**src/rtl/jtag_axi_master_ctrl.sv**
```systemverilog
// Single-beat AXI4-Lite master driven by the JTAG management register (tck domain).
// Optional JTAG_AXI_TIMEOUT_EN aborts any transaction that runs TIMEOUT_CYCLES without a response.
module jtag_axi_master_ctrl #(
  parameter int ADDR_WIDTH     = 32,
  parameter int DATA_WIDTH     = 32,
  parameter int TIMEOUT_CYCLES = 4096
) (
  input  logic                    tck,
  input  logic                    trstn,
  input  logic                    start,
  input  logic [ADDR_WIDTH-1:0]   txn_addr,
  input  logic [DATA_WIDTH-1:0]   txn_wdata,
  input  logic                    txn_write,
  input  logic [2:0]              txn_size,
  output logic                    busy,
  output logic                    done,
  output logic [2:0]              status,
  output logic [DATA_WIDTH-1:0]   rdata_out,
  output logic                    start_dropped,
  output logic [ADDR_WIDTH-1:0]   m_awaddr,
  output logic                    m_awvalid,
  input  logic                    m_awready,
  output logic [2:0]              m_awprot,
  output logic [DATA_WIDTH-1:0]   m_wdata,
  output logic [DATA_WIDTH/8-1:0] m_wstrb,
  output logic                    m_wvalid,
  input  logic                    m_wready,
  input  logic [1:0]              m_bresp,
  input  logic                    m_bvalid,
  output logic                    m_bready,
  output logic [ADDR_WIDTH-1:0]   m_araddr,
  output logic                    m_arvalid,
  input  logic                    m_arready,
  output logic [2:0]              m_arprot,
  input  logic [DATA_WIDTH-1:0]   m_rdata,
  input  logic [1:0]              m_rresp,
  input  logic                    m_rvalid,
  output logic                    m_rready
);
  localparam int STRB_W = DATA_WIDTH / 8;

  typedef enum logic [2:0] {
    IDLE    = 3'd0,
    WR_REQ  = 3'd1,
    WR_RESP = 3'd2,
    RD_REQ  = 3'd3,
    RD_RESP = 3'd4
  } state_t;

  state_t     state_r;
  logic       aw_done_r;
  logic       w_done_r;
  logic [1:0] size_s;
  logic       aligned_s;
  logic       aw_hs_s;
  logic       w_hs_s;
  logic       complete_s;
  logic       timeout_s;

  if (TIMEOUT_CYCLES < 2) begin : g_bad_timeout
    $error("TIMEOUT_CYCLES must be at least 2");
  end

  function automatic logic [1:0] clamp_size_f(input logic [2:0] sz);
    clamp_size_f = (sz > 3'd2) ? 2'd2 : sz[1:0];
  endfunction

  function automatic logic aligned_f(input logic [1:0] sz, input logic [1:0] lo);
    case (sz)
      2'd0:    aligned_f = 1'b1;
      2'd1:    aligned_f = ~lo[0];
      default: aligned_f = (lo == 2'b00);
    endcase
  endfunction

  function automatic logic [STRB_W-1:0] strb_f(input logic [1:0] sz, input logic [1:0] lo);
    logic [STRB_W-1:0] base;
    case (sz)
      2'd0:    base = STRB_W'(4'b0001);
      2'd1:    base = STRB_W'(4'b0011);
      default: base = STRB_W'(4'b1111);
    endcase
    strb_f = base << lo;
  endfunction

`ifdef JTAG_AXI_TIMEOUT_EN
  localparam int CNT_W = $clog2(TIMEOUT_CYCLES);
  logic [CNT_W-1:0] to_cnt_r;

  // Cycle counter for the current transaction, cleared whenever the FSM is idle
  always_ff @(posedge tck or negedge trstn) begin
    if (!trstn) begin
      to_cnt_r <= {CNT_W{1'b0}};
    end else if (state_r == IDLE) begin
      to_cnt_r <= {CNT_W{1'b0}};
    end else begin
      to_cnt_r <= to_cnt_r + CNT_W'(1);
    end
  end
`endif

  // Request decode, handshake detection and abort condition
  always_comb begin
    size_s     = clamp_size_f(txn_size);
    aligned_s  = aligned_f(size_s, txn_addr[1:0]);
    aw_hs_s    = m_awvalid & m_awready;
    w_hs_s     = m_wvalid & m_wready;
    complete_s = ((state_r == WR_RESP) & m_bvalid) | ((state_r == RD_RESP) & m_rvalid);
    timeout_s  = 1'b0;
`ifdef JTAG_AXI_TIMEOUT_EN
    if ((state_r != IDLE) && (to_cnt_r == CNT_W'(TIMEOUT_CYCLES - 1))) begin
      timeout_s = 1'b1;
    end else begin
      timeout_s = 1'b0;
    end
`endif
  end

  assign m_awprot = 3'b000;
  assign m_arprot = 3'b000;

  // Transaction sequencer with registered bus and status outputs
  always_ff @(posedge tck or negedge trstn) begin
    if (!trstn) begin
      state_r       <= IDLE;
      aw_done_r     <= 1'b0;
      w_done_r      <= 1'b0;
      busy          <= 1'b0;
      done          <= 1'b0;
      status        <= 3'd0;
      rdata_out     <= {DATA_WIDTH{1'b0}};
      start_dropped <= 1'b0;
      m_awaddr      <= {ADDR_WIDTH{1'b0}};
      m_araddr      <= {ADDR_WIDTH{1'b0}};
      m_wdata       <= {DATA_WIDTH{1'b0}};
      m_wstrb       <= {STRB_W{1'b0}};
      m_awvalid     <= 1'b0;
      m_wvalid      <= 1'b0;
      m_bready      <= 1'b0;
      m_arvalid     <= 1'b0;
      m_rready      <= 1'b0;
    end else begin
      done <= 1'b0;
      if (timeout_s && !complete_s) begin
        // Debug recovery: valids are withdrawn without a handshake
        m_awvalid <= 1'b0;
        m_wvalid  <= 1'b0;
        m_bready  <= 1'b0;
        m_arvalid <= 1'b0;
        m_rready  <= 1'b0;
        status    <= 3'd6;
        done      <= 1'b1;
        busy      <= 1'b0;
        state_r   <= IDLE;
      end else begin
        case (state_r)
          IDLE: begin
            if (start) begin
              m_awaddr <= txn_addr;
              m_araddr <= txn_addr;
              m_wdata  <= txn_wdata;
              m_wstrb  <= strb_f(size_s, txn_addr[1:0]);
              if (!aligned_s) begin
                status <= 3'd7;
                done   <= 1'b1;
              end else begin
                status        <= 3'd1;
                busy          <= 1'b1;
                start_dropped <= 1'b0;
                aw_done_r     <= 1'b0;
                w_done_r      <= 1'b0;
                if (txn_write) begin
                  m_awvalid <= 1'b1;
                  m_wvalid  <= 1'b1;
                  state_r   <= WR_REQ;
                end else begin
                  m_arvalid <= 1'b1;
                  state_r   <= RD_REQ;
                end
              end
            end
          end
          WR_REQ: begin
            if (aw_hs_s) begin
              m_awvalid <= 1'b0;
              aw_done_r <= 1'b1;
            end
            if (w_hs_s) begin
              m_wvalid <= 1'b0;
              w_done_r <= 1'b1;
            end
            if ((aw_done_r | aw_hs_s) && (w_done_r | w_hs_s)) begin
              m_bready <= 1'b1;
              state_r  <= WR_RESP;
            end
          end
          WR_RESP: begin
            if (m_bvalid) begin
              m_bready <= 1'b0;
              status   <= 3'd2 + {1'b0, m_bresp};
              done     <= 1'b1;
              busy     <= 1'b0;
              state_r  <= IDLE;
            end
          end
          RD_REQ: begin
            if (m_arready) begin
              m_arvalid <= 1'b0;
              m_rready  <= 1'b1;
              state_r   <= RD_RESP;
            end
          end
          RD_RESP: begin
            if (m_rvalid) begin
              m_rready  <= 1'b0;
              rdata_out <= m_rdata;
              status    <= 3'd2 + {1'b0, m_rresp};
              done      <= 1'b1;
              busy      <= 1'b0;
              state_r   <= IDLE;
            end
          end
          default: begin
            state_r <= IDLE;
          end
        endcase
      end
      if (start && (state_r != IDLE)) begin
        start_dropped <= 1'b1;
      end
    end
  end
endmodule

```
**config.mk**
```make
export PLATFORM = sky130hd
export DESIGN_NAME = jtag_axi_master_ctrl
export DESIGN_NICKNAME = d
export VERILOG_FILES = /design/src/rtl/jtag_axi_master_ctrl.sv
export SDC_FILE = /design/constraint.sdc
export NUM_CORES = 1
export LEC_CHECK = 0
export CORE_UTILIZATION = 44
export CTS_BUF_LIST = sky130_fd_sc_hd__clkbuf_4
export CTS_CLUSTER_DIAMETER = 40
export DETAILED_ROUTE_END_ITERATION = 8
export GPL_TIMING_DRIVEN = 1
export PLACE_DENSITY = 0.9
export SKIP_LAST_GASP = 1
export SLEW_MARGIN = 20
export SYNTH_ARGS = -nofsm -noshare
export SYNTH_HDL_FRONTEND = slang
export SYNTH_SLANG_ARGS = --single-unit
```
**constraint.sdc**
```tcl
create_clock -name tck -period 2.5 [get_ports tck]
set_input_delay 0.625 -clock tck [delete_from_list [all_inputs] [get_ports tck]]
set_output_delay 0.625 -clock tck [all_outputs]
set_load 0.1 [all_outputs]
```
* Yosys cells after proc, flatten, opt, wreduce, memory -nomap -nowiden *
Cells that the tools add are included.

word-level totals
  flip-flop bits (word level) = 116
  input port bits = 112
  output and inout port bits = 149
  word-level logic and storage cells = 119

cells by class
  $add $sub $neg = 2
  magnitude comparators = 1
  equality and inequality tests = 15
  shifts and indexed selects = 1
  multiplexer cells = 52
  bitwise operators = 5
  reduce and logical (&&, ||, !) cells = 27

operators by type and width
  cell                                                count
  two-way mux 3 bit                                   10
  two-way mux 1 bit                                   25
  inequality test 2 bit, second input constant        10
  AND reduction 5 bit                                 4
  one-hot mux 1 bit (2 select lines)                  8
  one-hot mux 3 bit (5 select lines)                  1
  nonzero test 2 bit                                  7
  AND reduction 4 bit                                 3
  one-hot mux 3 bit (3 select lines)                  1
  AND reduction 3 bit                                 3
  two-way mux 4 bit                                   2
  one-hot mux 4 bit (2 select lines)                  1
  adder 2 x 2 -> 3 bit, first input constant          2
  == test 3 x 2 -> 1 bit, second input constant       2
  one-hot mux 1 bit (3 select lines)                  2
  AND reduction 6 bit                                 1
  nonzero test 3 bit                                  2
  logical NOT 2 bit                                   2
  two-way mux 2 bit                                   2
  AND reduction 2 bit                                 2
  left shift 4 x 2 -> 4 bit                           1
  == test 3 x 1 -> 1 bit, second input constant       1
  == test 3 bit, second input constant                1
  > comparator 3 x 2 -> 1 bit, second input constant  1
  other kinds (6)                                     9

* Depth between registers and ports, before layout *
  depth after elaboration = 8
  mapped depth = 6
  mapped depth without buffers = 4

* Worst setup path after synthesis *
Ideal clock, no wire load.

  path type = reg2out
  start = register m_araddr[0] (netlist name)
  end = output m_awaddr[0]
  arrival = 1.340 ns
  required time = 1.875 ns
  slack = 0.535 ns
  stages on the path, launching flop included = 2
  buffers on the path = 1
  path through = dfrtp_1 buf_4

RTL lines
  what       RTL line  RTL
  to (decl)  20        output logic [ADDR_WIDTH-1:0] m_awaddr,

* Final worst setup path *
  start = register m_awvalid
  end = output m_awvalid

RTL lines
  what                    RTL line  RTL
  from (decl)             21        output logic m_awvalid,
  from (signal assigned)  137       m_awvalid <= 1'b0;
  from (signal assigned)  146       m_awvalid <= 1'b0;
  from (signal assigned)  173       m_awvalid <= 1'b1;

No word-level cell between the ends.

==> qor.yml <==
numCtsBuffers: 17
via_per_inst: 4.854
rr_worst_depth: 5
coreArea_um2: 10840
rows: 38
dieArea_um2: 11550
layout-drive-gt1-share_pct: 26.73
syn_inst: 482
grt_setup_unrepaired: "false"
io_buffers: 254
drc: 0
startpoint_type: "register"
grt_pass1_wl_um: 19930
area_delta_synth_final_pct: 48.34
crit_chain: "buf_4"
cts_max_level: 4
path_delay_family: "flip-flops"
grt_overflow: 0
synth_cell_types: 40
synth_ff_type: "dfrtp_1"
hold_buffers: 0
fin_cells: 862
tns_ns: 0
tightest_slew_ns: 0.5552
crit_fanout: 5
maxSlewViolCount: 0
fillerInstances: 817
drt_iter0_markers: 363
final_common_cell: "nand2_1"
dpl_cell_area_um2: 6992
crit_buf_inv: 1
fmax_mhz: 522.9
clockBufferDepth: 2
cpMaxStageDelayCell: "dfrtp_1"
cp.arrival_ns: 1.29
wl_per_cell_um: 14.71
r2r-end: "m_wdata[31]$_DFFE_PN0P_"
num_vias: 4184
die_h_um: 107.5
critical_path_required_ns: 1.88
fin_area_um2: 7261
ys_warn_count: 0
synth-edff-count: 0
crit_start: "m_awvalid$_DFFE_PN0P_"
final_nets: 821
n_antenna_cell: 0
clk_latency_ns: 0.51
multiInputGateArea_um2: 1610
endpoint_kind: "output pin"
post_cts_buffers: 0
ios: 261
post-route-period-util_pct: 76.49
final-hold-violation-count: 0
ff_latch_area_um2: 2903
status: "finished clean"
synth_area_um2: 4895
hpwl_um: 9680
grtUsageTotal_pct: 22.77
cts_root_buffer: "clkbuf_4"
antenna_left: 0
syn_avg_cell_area_um2: 10.15
clock-sinks: 116
place_congestion: 0.8352
path_clk_slew_ns: 0.11
max_stage_delay_ns: 0.45
ctsResizeCount: 0
cts_tree: "yes"
hold_class: "primary input to async pin"
die_x_um: 107.5
worstSetupPathType: "register to output pin"
grt_pass1_vias: 4157
reg2reg_from: "state_r[0]$_DFFE_PN0P_"
seq_area_frac_synth_pct: 59.30
placedCellCount: 830
path_depth: 1
finalSetupViolations: 0
cap_violations: 0
min_period_ns: 1.912
start_util_pct: 45.15
firstDrtPassIters: 4
postSynthRegisterBits: 116
r2r_setup_slack_ns: 0.66
drt_wl_total_um: 12680
slew_headroom_pct: 62.99
most-common-layout-cells: "199 x nand2_1, 148 x buf_4, 116 x dfrtp_1"
skew_ns: 0.01687
synthArstFlopShare_pct: 100.0
grt_antenna_before_repair: 0
critical_path.endpoint: "m_awvalid"
grt_max_degree: 62
==> how the worst min path moves through the flow <==
| stage | from | end | slack, ns | cells past startpoint |
|---|---|---|---|---|
| after global routing | trstn | m_wstrb[1]$_DFFE_PN0P_ | 0.06 | 1 |
| after detailed placement | m_wdata[31]$_DFFE_PN0P_ | m_wdata[31]$_DFFE_PN0P_ | 0.46 | 2 |
| after CTS | trstn | m_wstrb[0]$_DFFE_PN0P_ | 0.03 | 1 |
| after global placement | m_wdata[23]$_DFFE_PN0P_ | m_wdata[23]$_DFFE_PN0P_ | 0.46 | 2 |
| after floorplan | trstn | aw_done_r$_DFFE_PN0P_ | 0.33 | 0 |
| final | trstn | m_araddr[14]$_DFFE_PN0P_ | 0.06 | 1 |
==> through the flow <==
step / hold WS [ns] / setup slack (ns) / util (%)
finish: 0.06456 / 0.5877 / 66.98
global route: 0.05567 / 0.4814 / 66.98
CTS: 0.02890 / 0.5393 / 66.98
floorplan: 0.3294 / 0.5354 / -
global placement: 0.4602 / 0.2420 / 64.50
detailed placement: 0.4636 / 0.1882 / 64.50
==> cell type report <==
class / count / share of cell area, %
inverters: 3 / 0.1551
clock inverters: 15 / 1.947
clock buffers: 17 / 1.758
flip-flops and latches: 116 / 39.98
repair buffers: 262 / 31.57
well taps: 140 / 2.413
multi-input cells: 309 / 22.18
==> metal layers <==
layer	GRT usage, %	wire length (µm)	up-vias
li1	-	-	1977
met1	26.17	4859	2008
met5	0	0	-
met4	9.687	293	0
met3	7.385	1025	21
met2	38.94	6500	178
==> flip-flops by register name (all words and copies together) (netlist names) <==
name,count
aw_done_r,1
busy,1
done,1
m_araddr,32
m_arvalid,1
m_awvalid,1
m_bready,1
m_rready,1
m_wdata,32
m_wstrb,4
m_wvalid,1
rdata_out,32
start_dropped,1
state_r,3
status,3
w_done_r,1
==> logic make-up after synthesis <==
logic type | Yosys count | share of synthesized area [%]
flip-flops | 116 | 59.30
multiplexers | 33 | 7.592
AND/OR/NAND/NOR | 228 | 18.71
buffers and inverters | 62 | 8.563
AO/OA/AOI/OAI | 42 | 5.752
other | 1 | 0.07661
==> cells in the mapped netlist, types with 4 or more instances <==
| cell type | n | area share (%) |
|---|---|---|
| nor2_1 | 10 | 0.77 |
| mux2_1 | 29 | 6.7 |
| buf_2 | 8 | 0.82 |
| nand2_1 | 200 | 15 |
| clkbuf_1 | 8 | 0.61 |
| buf_4 | 39 | 6.0 |
| o21ai_0 | 5 | 0.51 |
| o31ai_1 | 4 | 0.61 |
| buf_6 | 4 | 0.92 |
| a21o_1 | 6 | 0.92 |
| mux2_2 | 4 | 0.92 |
| dfrtp_1 | 116 | 59 |
| a21oi_1 | 9 | 0.92 |
Power is left out: the tool's default activity adds up to more than one toggle a clock period on the data nets, which glitch-free logic cannot reach.
